`src/rtl/seg_display_mux_if.sv`:
```
// Signal bundle between a display driver client and seg_display_mux.
// The duty input exists only when DISP_MUX_DIM_EN is defined.
interface seg_display_mux_if;
  logic       clk_div;
  logic [3:0] digit0;
  logic [3:0] digit1;
`ifdef DISP_MUX_DIM_EN
  logic [3:0] duty;
`endif
  logic [6:0] seg;
  logic [1:0] anode_en;
  logic [1:0] fsm_state;

  modport master (
    output clk_div,
    output digit0,
    output digit1,
`ifdef DISP_MUX_DIM_EN
    output duty,
`endif
    input  seg,
    input  anode_en,
    input  fsm_state
  );

  modport slave (
    input  clk_div,
    input  digit0,
    input  digit1,
`ifdef DISP_MUX_DIM_EN
    input  duty,
`endif
    output seg,
    output anode_en,
    output fsm_state
  );
endinterface

```
`src/rtl/seg_display_mux.sv`:
```
// Two-digit common-anode seven-segment multiplexer with blanking between hand-offs.
// Optional anode PWM dimming is enabled by defining DISP_MUX_DIM_EN.
module seg_display_mux #(
  parameter int unsigned BLANK_CYCLES = 4
) (
  input  logic            clk,
  input  logic            reset,
  seg_display_mux_if.slave bus
);

  localparam logic [1:0] SHOW0  = 2'd0;
  localparam logic [1:0] BLANK0 = 2'd1;
  localparam logic [1:0] SHOW1  = 2'd2;
  localparam logic [1:0] BLANK1 = 2'd3;

  // With zero blank cycles the blank state (only reachable from reset) exits on its first edge.
  localparam logic [7:0] BLANK_LAST = (BLANK_CYCLES == 0) ? 8'd0 : 8'(BLANK_CYCLES - 1);

  localparam logic [6:0] SEG_OFF   = 7'h7F;
  localparam logic [1:0] ANODE_OFF = 2'b11;

  function automatic logic [6:0] decode(input logic [3:0] v);
    logic [6:0] s;
    case (v)
      4'h0:    s = 7'b1000000;
      4'h1:    s = 7'b1111001;
      4'h2:    s = 7'b0100100;
      4'h3:    s = 7'b0110000;
      4'h4:    s = 7'b0011001;
      4'h5:    s = 7'b0010010;
      4'h6:    s = 7'b0000010;
      4'h7:    s = 7'b1111000;
      4'h8:    s = 7'b0000000;
      4'h9:    s = 7'b0010000;
      4'hA:    s = 7'b0001000;
      4'hB:    s = 7'b0000011;
      4'hC:    s = 7'b1000110;
      4'hD:    s = 7'b0100001;
      4'hE:    s = 7'b0000110;
      default: s = 7'b0001110;
    endcase
    return s;
  endfunction

  logic       clk_div_q;
  logic       tick;
  logic [1:0] state;
  logic [1:0] state_n;
  logic [7:0] blank_cnt;
  logic [7:0] blank_cnt_n;
  logic [3:0] hold;
  logic [3:0] hold_n;
  logic [6:0] seg_q;
  logic [6:0] seg_n;
  logic [1:0] anode_q;
  logic [1:0] anode_n;
  logic       lit;

  assign tick = bus.clk_div & ~clk_div_q;

`ifdef DISP_MUX_DIM_EN
  logic [3:0] pwm_cnt;
  logic [3:0] pwm_n;

  // Gate on the counter value that will be current while this anode value is displayed.
  assign pwm_n = pwm_cnt + 4'd1;
  assign lit   = (pwm_n < bus.duty);

  always_ff @(posedge clk) begin
    if (!reset) pwm_cnt <= 4'd0;
    else        pwm_cnt <= pwm_n;
  end
`else
  assign lit = 1'b1;
`endif

  always_comb begin
    state_n     = state;
    blank_cnt_n = blank_cnt;
    hold_n      = hold;
    case (state)
      SHOW0: begin
        if (tick) begin
          if (BLANK_CYCLES == 0) begin
            state_n = SHOW1;
            hold_n  = bus.digit1;
          end else begin
            state_n     = BLANK0;
            blank_cnt_n = 8'd0;
          end
        end
      end
      BLANK0: begin
        if (blank_cnt == BLANK_LAST) begin
          state_n     = SHOW1;
          hold_n      = bus.digit1;
          blank_cnt_n = 8'd0;
        end else begin
          blank_cnt_n = blank_cnt + 8'd1;
        end
      end
      SHOW1: begin
        if (tick) begin
          if (BLANK_CYCLES == 0) begin
            state_n = SHOW0;
            hold_n  = bus.digit0;
          end else begin
            state_n     = BLANK1;
            blank_cnt_n = 8'd0;
          end
        end
      end
      default: begin
        if (blank_cnt == BLANK_LAST) begin
          state_n     = SHOW0;
          hold_n      = bus.digit0;
          blank_cnt_n = 8'd0;
        end else begin
          blank_cnt_n = blank_cnt + 8'd1;
        end
      end
    endcase
  end

  // Outputs are computed from the next state so the registered pins line up with the state register.
  always_comb begin
    seg_n   = SEG_OFF;
    anode_n = ANODE_OFF;
    case (state_n)
      SHOW0: begin
        seg_n   = decode(hold_n);
        anode_n = lit ? 2'b10 : ANODE_OFF;
      end
      SHOW1: begin
        seg_n   = decode(hold_n);
        anode_n = lit ? 2'b01 : ANODE_OFF;
      end
      default: begin
        seg_n   = SEG_OFF;
        anode_n = ANODE_OFF;
      end
    endcase
  end

  always_ff @(posedge clk) begin
    if (!reset) begin
      clk_div_q <= 1'b1;
      state     <= BLANK1;
      blank_cnt <= 8'd0;
      hold      <= 4'd0;
      seg_q     <= SEG_OFF;
      anode_q   <= ANODE_OFF;
    end else begin
      clk_div_q <= bus.clk_div;
      state     <= state_n;
      blank_cnt <= blank_cnt_n;
      hold      <= hold_n;
      seg_q     <= seg_n;
      anode_q   <= anode_n;
    end
  end

  assign bus.seg       = seg_q;
  assign bus.anode_en  = anode_q;
  assign bus.fsm_state = state;

endmodule

```
`src/flat_wrapper.sv`:
```
// flat-port wrapper written by rule: the top's interface ports become plain ports
module seg_display_mux_flat 
#(
  parameter int unsigned BLANK_CYCLES = 4
)
  (clk, reset, bus_clk_div, bus_digit0, bus_digit1, bus_seg, bus_anode_en, bus_fsm_state);
  seg_display_mux_if bus_i ();
  input  logic clk;
  input  logic reset;
  input wire logic [$bits(bus_i.clk_div)-1:0] bus_clk_div;
  input wire logic [$bits(bus_i.digit0)-1:0] bus_digit0;
  input wire logic [$bits(bus_i.digit1)-1:0] bus_digit1;
  output wire logic [$bits(bus_i.seg)-1:0] bus_seg;
  output wire logic [$bits(bus_i.anode_en)-1:0] bus_anode_en;
  output wire logic [$bits(bus_i.fsm_state)-1:0] bus_fsm_state;
  assign bus_i.clk_div = bus_clk_div;
  assign bus_i.digit0 = bus_digit0;
  assign bus_i.digit1 = bus_digit1;
  assign bus_seg = bus_i.seg;
  assign bus_anode_en = bus_i.anode_en;
  assign bus_fsm_state = bus_i.fsm_state;
  seg_display_mux #(.BLANK_CYCLES(BLANK_CYCLES)) u_core (.clk(clk), .reset(reset), .bus(bus_i));
endmodule
```
`config.mk`:
```
export PLATFORM = sky130hd
export DESIGN_NAME = seg_display_mux_flat
export DESIGN_NICKNAME = d
export VERILOG_FILES = /design/src/rtl/seg_display_mux_if.sv /design/src/rtl/seg_display_mux.sv /design/src/flat_wrapper.sv
export SDC_FILE = /design/constraint.sdc
export NUM_CORES = 1
export LEC_CHECK = 0
export ABC_AREA = 1
export CORE_UTILIZATION = 50
export CTS_BUF_LIST = sky130_fd_sc_hd__clkbuf_4
export DETAILED_ROUTE_END_ITERATION = 6
export PLACE_DENSITY = 0.88
export SETUP_SLACK_MARGIN = 0.5
export SLEW_MARGIN = 20
export SYNTH_ARGS = -nofsm -noshare
export SYNTH_HDL_FRONTEND = slang
export SYNTH_SLANG_ARGS = --single-unit
export TNS_END_PERCENT = 1
```
`constraint.sdc`:
```
create_clock -name clk -period 2.1 [get_ports clk]
set_clock_uncertainty 0.1 [all_clocks]
set_input_delay 0.63 -clock clk [delete_from_list [all_inputs] [get_ports clk]]
set_output_delay 0.63 -clock clk [all_outputs]
set_load 0.03 [all_outputs]
```
# --- Word-level counts from Yosys, hierarchy flattened ---
# Memories as Yosys holds them, arrays and structs flattened.
# Cells that the tools add are included.
word_totals:
  register_bits: 24
  rom_bits: 224
  input_bits: 11
  out_inout_bits: 11
  elab_cells: 32
  mem_count: 2
op_classes:
  n_addsub: 1
  eq_ne: 5
  muxes: 13
  bitwise: 2
  n_reduce_logical: 3
memory_table:
  columns: ["memory", "depth", "word_bits", "read_ports", "rd_ports_with_merged_regs", "write_ports", "line_no", "text"]
  rows:
  - ["(no name shown)", 16, 7, 1, 0, 0, "seg_display_mux.sv:24", "case (v)"]
  - ["(no name shown)", 16, 7, 1, 0, 0, "seg_display_mux.sv:24", null]
ops:
  columns: ["operator", "n"]
  rows:
  - ["2-to-1 mux 8 bit", 3]
  - ["case mux 7 bit (2 select lines)", 1]
  - ["adder 8 x 1 -> 8 bit (second input constant)", 1]
  - ["equality test 8 x 2 -> 1 bit (second input constant)", 1]
  - ["2-to-1 mux 2 bit", 4]
  - ["2-to-1 mux 4 bit", 2]
  - ["case mux 4 bit (2 select lines)", 1]
  - ["case mux 2 bit (3 select lines)", 1]
  - ["equality test 2 bit (second input constant)", 2]
  - ["logical NOT 2 bit", 2]
  - ["case mux 2 bit (2 select lines)", 1]
  - ["equality test 2 x 1 -> 1 bit (second input constant)", 1]
  - ["!= test 2 x 1 -> 1 bit (second input constant)", 1]
  - ["OR reduction 2 bit", 1]
  - ["AND 1 bit", 1]
  - ["inverter 1 bit", 1]

# --- Logic depth before layout (Yosys ltp) ---
# Gate-level depths: netlist of the first run.
logic_depth:
  ltp_word: 6
  ltp_mapped: 15
  mapped_depth_nobuf: 15

# --- Least setup slack after synthesis of the first run ---
# OpenSTA, ideal clock, no wires.
synth_timing:
  path_type: "register -> register"
  from: "register u_core.blank_cnt[0]"
  to: "register u_core.seg_q[1], in the netlist u_core.bus.seg[1]"
  setup_ns: 0.117
  t_arrival_ns: 1.802
  required_ns: 1.883
  path_slack_ns: 0.081
  stages_incl_launch_ff: 15
  path_buffers: 0
  period_less_slack_ns: 2.019
  path_cell_list: "dfxtp_1 > ha_1 > nand2_1 > nor2_4 > nand2_4 > nand2_1 > nand2_1 > nand2_1 > nand3_2 > inv_1 > ha_1 > inv_1 > nor2_1 > a21oi_1 > nand2_1"
synth_via:
  elab_chain_len: 5
  elab_cells_between_ends: 12
  classes_between: "2 x eq/ne; 7 x mux; 1 x reduce/logical; 2 x memory"
synth_rtl:
  columns: ["element", "line_no", "text"]
  rows:
  - ["from (decl)", "seg_display_mux.sv:49", "logic [7:0] blank_cnt;"]
  - ["from (signal assigned)", "seg_display_mux.sv:156", "blank_cnt <= blank_cnt_n;"]
  - ["equality test 8 x 2 -> 1 bit (*)", "seg_display_mux.sv:94, seg_display_mux.sv:114", null]
  - ["2-to-1 mux 4 bit (on tied branches)", "seg_display_mux.sv:114, seg_display_mux.sv:94", null]
  - ["case mux 4 bit (2 select lines) (*)", "seg_display_mux.sv:81", "case (state)"]
  - ["named net u_core.hold_n[0]", "seg_display_mux.sv:52", "logic [3:0] hold_n;"]
  - ["memory (16 x 7 bit)", null, null]
  - ["case mux 7 bit (2 select lines) (*)", "seg_display_mux.sv:129", "case (state_n)"]
  - ["to (signal assigned)", "seg_display_mux.sv:158", "seg_q <= seg_n;"]
  - ["to (decl)", "seg_display_mux.sv:53", "logic [6:0] seg_q;"]
# The timed path passes the listed nets; every way through them passes the cells marked *.
# A chain may end at the register's enable or synchronous reset.

# --- Final worst setup path of the first run ---
layout_timing:
  from: "register u_core.blank_cnt[1]"
  to: "register u_core.seg_q[0], in the netlist u_core.bus.seg[0]"
layout_via:
  elab_chain_len: 5
  elab_cells_between_ends: 12
  classes_between: "2 x eq/ne; 7 x mux; 1 x reduce/logical; 2 x memory"
layout_rtl:
  columns: ["element", "line_no", "text"]
  rows:
  - ["equality test 8 x 2 -> 1 bit (*)", "seg_display_mux.sv:94, seg_display_mux.sv:114", null]
  - ["2-to-1 mux 4 bit (tied with other cells)", "seg_display_mux.sv:114", "if (blank_cnt == BLANK_LAST) begin"]
  - ["case mux 4 bit (2 select lines) or case mux 2 bit (3 select lines) (tied branches)", "seg_display_mux.sv:81", null]
  - ["memory (16 x 7 bit) (tied with other cells)", null, null]
  - ["case mux 7 bit (2 select lines) (*)", "seg_display_mux.sv:129", null]
# Mark *: on every way between the ends. The rest lies on a longest branch, timed or not.

==> impl_metrics.tcl, run 1 <==
set metrics [dict create \
    die_w_um 55.58 \
    first_pass_iters 4 \
    wl_per_cell_um 14.56 \
    synth_area_leaders "dfxtp_1 (33%), nand2_1 (15%), nand3_1 (8.0%)" \
    cts_root_buffer "clkbuf_4" \
    crit_path_max_fanout 6 \
    fmax_mhz 500.7 \
    place.gp.congestion 0.9503 \
    rsz0062_at_grt "yes" \
    area_growth_pct 40.89 \
    pin_count 22 \
    utilization_pct 73.96 \
    grt_max_degree 15 \
    finalNetCount 253 \
    synth_warnings 0 \
    syn_area_per_cell_sq_um 7.475 \
    p_leak_nw 0.9413 \
    grt_pass1_wl_mm 6.313 \
    rows 19 \
    antenna_found_initial 0 \
    port_buffers 21 \
    fill_cells 186 \
    dp_slack_ns -0.1768 \
    peakVddDrop_v 0.0005286 \
    tns_ns 0 \
    ys_ff_latch 24 \
    drt_iter0_markers 114 \
    path_clk_slew_ns 0.14 \
    cap_violations 0 \
    grt_pass1_vias 1393 \
    wirelength_mm 3.859 \
    drcViolationCount 0 \
    die_area_sq_um 3089 \
    period_needed_ns 1.997 \
    ff2ff_setup_slack_ns 0.10 \
    clock_latency_ns 0.32 \
    drv_slew 0 \
    outcome "finished, final reports clean" \
    yosys.area.top_type "dfxtp_1" \
    cts.path.max_buffers 2 \
    cts_tree "done" \
    period_share_pct 95.10 \
    cts_buffers 3 \
    netlist_area_sq_um 1435 \
    drive_gt1_share_pct 38.46 \
    ys_seq_area_share_pct 33.48 \
    cts_max_level 1 \
    finalSetupViolCount 0 \
    vias_per_cell 5.494 \
    cp-end-kind "flop" \
    hpwl_mm 2.467 \
    setup_slack_ns 0.1029 \
    synth_cells 192 \
    grt_usage_pct 25.59 \
    crit_path_start_kind "flop" \
    tightest_slew_ns 0.3709 \
    critPathRequiredTime_ns 2.24 \
    start_util_pct 52.49 \
    ys_types 31 \
    arrival_ns 2.14 \
    coreArea_sq_um 2734 \
    hp-class "flop to flop" \
    synth_top_area_share_pct 33.48 \
    power.density_nw_per_um2 729.9 \
    syn_nets 210 \
    slew_headroom_pct 75.08 \
    clock-sinks 24 \
    overflow 0 \
    dieHeight_um 55.58 \
    critPathKind "flop to flop" \
    final_antenna_net_count 0 \
    vias 1456 \
    n_antenna_cell 0 \
    hold_viol 0 \
]
==> per-layer routing <==
layer / track usage [%] / wire length (um) / vias up
li1: - / - / 708
met1: 34.56 / 1705 / 666
met2: 40.79 / 1841 / 69
met3: 3.023 / 211 / 13
met4: 12.14 / 100 / 0
met5: 0 / 0 / -
==> timing repair <==
item	in CTS	in global routing
setup endpoints to repair	19	27
hold buffers	0	0
buffers inserted	8	4
gates resized for setup	38	6
pin swaps	14	7
==> kinds of logic (layout without fill, tap and decap cells) <==
family	Yosys count	count (layout)	synth area share [%]
adder cells (fa/ha/maj)	7	7	6.103
AO/OA/AOI/OAI	19	19	8.631
flip-flops	24	24	33.48
buffers and inverters	27	69	7.671
AND/OR/NAND/NOR	115	115	44.12
==> synth_stat cells, drive strengths merged <==
cell and count:
o221a 1, a21oi 10, o211ai 1, nand4 3
nand3 27, and3 2, inv 24, o21ai 4
clkbuf 1, buf 2, ha 7, dfxtp 24
or2 1, nand3b 1, o22ai 2, nor3 1
a211oi 1, nand2 68, nor2 12
==> sequential cells by signal (all words and copies together), names as in the netlist <==
signal,flops
u_core.blank_cnt,8
u_core.bus.seg,7
u_core.hold,4
u_core.bus.anode_en,2
u_core.bus.fsm_state,2
u_core.clk_div_q,1
==> layout make-up <==
class | count | area, sq um | area share, %
clock buffer | 3 | 22.52 | 1.114
clock inverter | 1 | 30.03 | 1.485
inverter | 24 | 97.59 | 4.827
multi-input combinational | 141 | 965.9 | 47.77
sequential | 24 | 499.2 | 24.69
tap | 31 | 38.79 | 1.918
timing repair buffer | 41 | 367.9 | 18.19
==> where the power goes <==
group / switching (mW) / internal, mW
Clock: 0.153 / 0.193
Sequential: 0.0332 / 0.500
Combinational: 0.348 / 0.249
==> placed cells by master, fill, tap and decap left out, types with 8 or more instances in the layout <==
cell	netlist	routed
a21oi_1	9	8
nand3_1	23	20
dfxtp_1	24	17
inv_2	9	12
clkdlybuf4s50_1	0	10
inv_1	15	10
dlygate4sd2_1	0	10
nand2_2	6	12
buf_4	0	17
nand2_1	57	49
==> per-stage QoR <==
stage	instance area (sq um)	cells	power, mW	hold slack (ns)
after global routing	2022	265	1.553	0.4376
after global placement	1765	249	1.020	0.3835
final	2022	265	1.476	0.4075
after floorplan	1479	192	0.8848	0.3652
after CTS	1967	261	1.424	0.4084
after detailed placement	1765	249	1.028	0.3877
==> worst max-delay path, stage by stage (launching register included) <==
cell,delay [ns]
dfxtp_4,0.39
ha_4,0.17
inv_2,0.05
nor2_4,0.19
nand2_2,0.11
a21oi_2,0.15
a21oi_4,0.05
buf_12,0.14
buf_4,0.13
ha_1,0.19
nand2_1,0.07
nand3_1,0.07
nand2_1,0.06
nand2_1,0.04
==> path summary, 6_finish.rpt <==
kind,startpoint,end,depth (start not counted)
worst min-delay path,u_core.blank_cnt[7]$_SDFFE_PN0P_,u_core.blank_cnt[7]$_SDFFE_PN0P_,2
worst min register to register,u_core.blank_cnt[7]$_SDFFE_PN0P_,u_core.blank_cnt[7]$_SDFFE_PN0P_,2
worst max register to register,u_core.blank_cnt[1]$_SDFFE_PN0P_,u_core.bus.seg[0]$_SDFF_PN1_,13
worst max-delay path,u_core.blank_cnt[1]$_SDFFE_PN0P_,u_core.bus.seg[0]$_SDFF_PN1_,13
No activity file was read; power rests on OpenSTA's default activity.
==> run 2, diff against run 1 <==
Settings changed: REMOVE_ABC_BUFFERS set to 1.
==> run 2 against run 1 <==
Die area did not move. Combinational power fell by 3%. Fmax rose by 3.9%. Sequential power fell by 2%. Largest cell class unchanged. Largest power group unchanged. Highest routed layer unchanged.
==> impl_metrics.tcl, run 2 (synthesis gave the netlist of run 1 again) <==
set metrics [dict create \
    outcome "finished, final reports clean" \
    cts.path.max_buffers 2 \
    drcViolationCount 0 \
    arrival_ns 2.04 \
    hp-class "flop to flop" \
    slew_headroom_pct 79.98 \
    power.density_nw_per_um2 672.5 \
    n_antenna_cell 0 \
    top_register "u_core.blank_cnt" \
    place.gp.congestion 0.8835 \
    clock-sinks 24 \
    finalSetupViolCount 0 \
    min_path_cells 2 \
    min_to "u_core.blank_cnt[6]$_SDFFE_PN0P_" \
    ff2ff_setup_slack_ns 0.18 \
    critPathKind "flop to flop" \
    worstHoldStart "u_core.blank_cnt[6]$_SDFFE_PN0P_" \
    cts_max_level 1 \
    critPathRequiredTime_ns 2.21 \
    drive_gt1_share_pct 35.59 \
    fin_cells 267 \
    hpwl_mm 2.344 \
    finalNetCount 255 \
    dieHeight_um 55.58 \
    area_growth_pct 36.53 \
    final_antenna_net_count 0 \
    grt_max_degree 14 \
    rsz0062_at_grt "yes" \
    final_common_cell "nand2_1" \
    crit_path_max_fanout 5 \
    overflow 0 \
    die_area_sq_um 3089 \
    grt_pass1_wl_mm 5.602 \
    holdWs_ns 0.4046 \
    fmax_mhz 520.2 \
    drv_slew 0 \
    swShare_pct 38.18 \
    cap_violations 0 \
    wirelength_mm 3.448 \
    start_util_pct 52.49 \
    most-common-layout-cells "nand2_1 (51), nand3_1 (21), buf_4 (20), dfxtp_1 (18), inv_1 (13)" \
    clock_latency_ns 0.31 \
    drt_iter0_markers 42 \
    dp.cells 256 \
    crit_path_start_kind "flop" \
    rr_endpoint "u_core.bus.seg[4]$_SDFF_PN1_" \
    p_int_uw 814.6 \
    vias_per_cell 5.273 \
    r2r-start "u_core.blank_cnt[0]$_SDFFE_PN0P_" \
    peakVddDrop_v 0.0005327 \
    switching_power_uw 503.2 \
    pin_count 22 \
    tightest_slew_ns 0.2981 \
    grt_usage_pct 22.55 \
    vias 1408 \
    rows 19 \
    period_needed_ns 1.922 \
    largest_reg_flops 8 \
    cts_buffers 3 \
    cts_tree "done" \
    cts_root_buffer "clkbuf_4" \
    period_share_pct 91.53 \
    path_clk_slew_ns 0.13 \
    port_buffers 21 \
    utilization_pct 71.67 \
    wl_per_cell_um 12.91 \
    first_pass_iters 4 \
    clkPwrFrac_pct 16.0 \
    grt_pass1_vias 1344 \
    comb_power_share_pct 44.2 \
    coreArea_sq_um 2734 \
    hold_viol 0 \
    tns_ns 0 \
    antenna_found_initial 0 \
    p_leak_nw 0.9410 \
    seq_power_share_pct 39.8 \
    ff2ff_path_depth 14 \
    die_w_um 55.58 \
    cp-end-kind "flop" \
]
[run 2: cell count changes in the layout (fill, tap and decap cells not counted), moves of 3 or more]
cell / before / now
inv_1: 10 / 13
dfxtp_4: 4 / 0
buf_4: 17 / 20
dfxtp_2: 3 / 6
[run 2: cell type report]
cell class | instances | area [sq um]
tap | 31 | 38.79
fill | 199 | 774.5
clock buffer | 3 | 22.52
inverter | 24 | 92.59
clock inverter | 1 | 3.754
timing repair buffer | 43 | 370.4
multi-input combinational | 141 | 943.4
sequential | 24 | 488.0
[run 2: worst max-delay path by stage]
| stage | end | cells past startpoint | startpoint |
|---|---|---|---|
| after floorplan | u_core.bus.seg[1]$_SDFF_PN1_ | 14 | u_core.blank_cnt[0]$_SDFFE_PN0P_ |
| after global placement | u_core.bus.seg[3]$_SDFF_PN1_ | 12 | bus_digit0[0] |
| after detailed placement | u_core.bus.seg[1]$_SDFF_PN1_ | 11 | bus_digit1[0] |
| after CTS | u_core.bus.seg[0]$_SDFF_PN1_ | 14 | u_core.blank_cnt[1]$_SDFFE_PN0P_ |
| after global routing | u_core.bus.seg[3]$_SDFF_PN1_ | 11 | u_core.blank_cnt[0]$_SDFFE_PN0P_ |
| final | u_core.bus.seg[4]$_SDFF_PN1_ | 14 | u_core.blank_cnt[0]$_SDFFE_PN0P_ |
[run 2: power groups by stage]
stage	sequential, mW	clock [mW]	combinational [mW]
after detailed placement	0.528	0	0.498
final	0.525	0.211	0.582
after CTS	0.523	0.217	0.542
after floorplan	0.574	0	0.277
after global routing	0.529	0.230	0.635
after global placement	0.527	0	0.490
[run 2: repair_timing]
item	4_1_cts	5_1_grt
buffers inserted	6	1
gates resized for setup	38	9
hold buffers	0	0
gates cloned	0	0
setup endpoints to repair	23	23
pin swaps	15	7
[run 2: through the flow]
| step | total power [mW] | worst slack, ns | cell area, sq um |
|---|---|---|---|
| after floorplan | 0.8509 | 0.07408 | 1415 |
| after global placement | 1.017 | -0.1530 | 1777 |
| after detailed placement | 1.026 | -0.1785 | 1777 |
| after CTS | 1.283 | 0.2422 | 1922 |
| after global routing | 1.394 | 0.06250 | 1959 |
| final | 1.318 | 0.1778 | 1959 |
[run 2: critical path, stage by stage, from the launching register on]
cell and delay, ns:
dfxtp_2 0.38, ha_4 0.16, nand2_4 0.05, nor2_4 0.14
nand2_4 0.08, nand2_4 0.06, nand2_1 0.07, nand2_2 0.08
nand3_4 0.09, inv_4 0.11, buf_4 0.12, ha_1 0.15
nand2_1 0.06, nand3_1 0.09, nand3_1 0.08
[run 2: per-layer routing]
layer  vias up  GRT usage, %  part of all wire, %
li1        708             -                    -
met1       651         26.67                   43
met2        43         40.62                   52
met3         6         4.186                  3.7
met4         0         7.857                  1.7
met5         -             0                    0
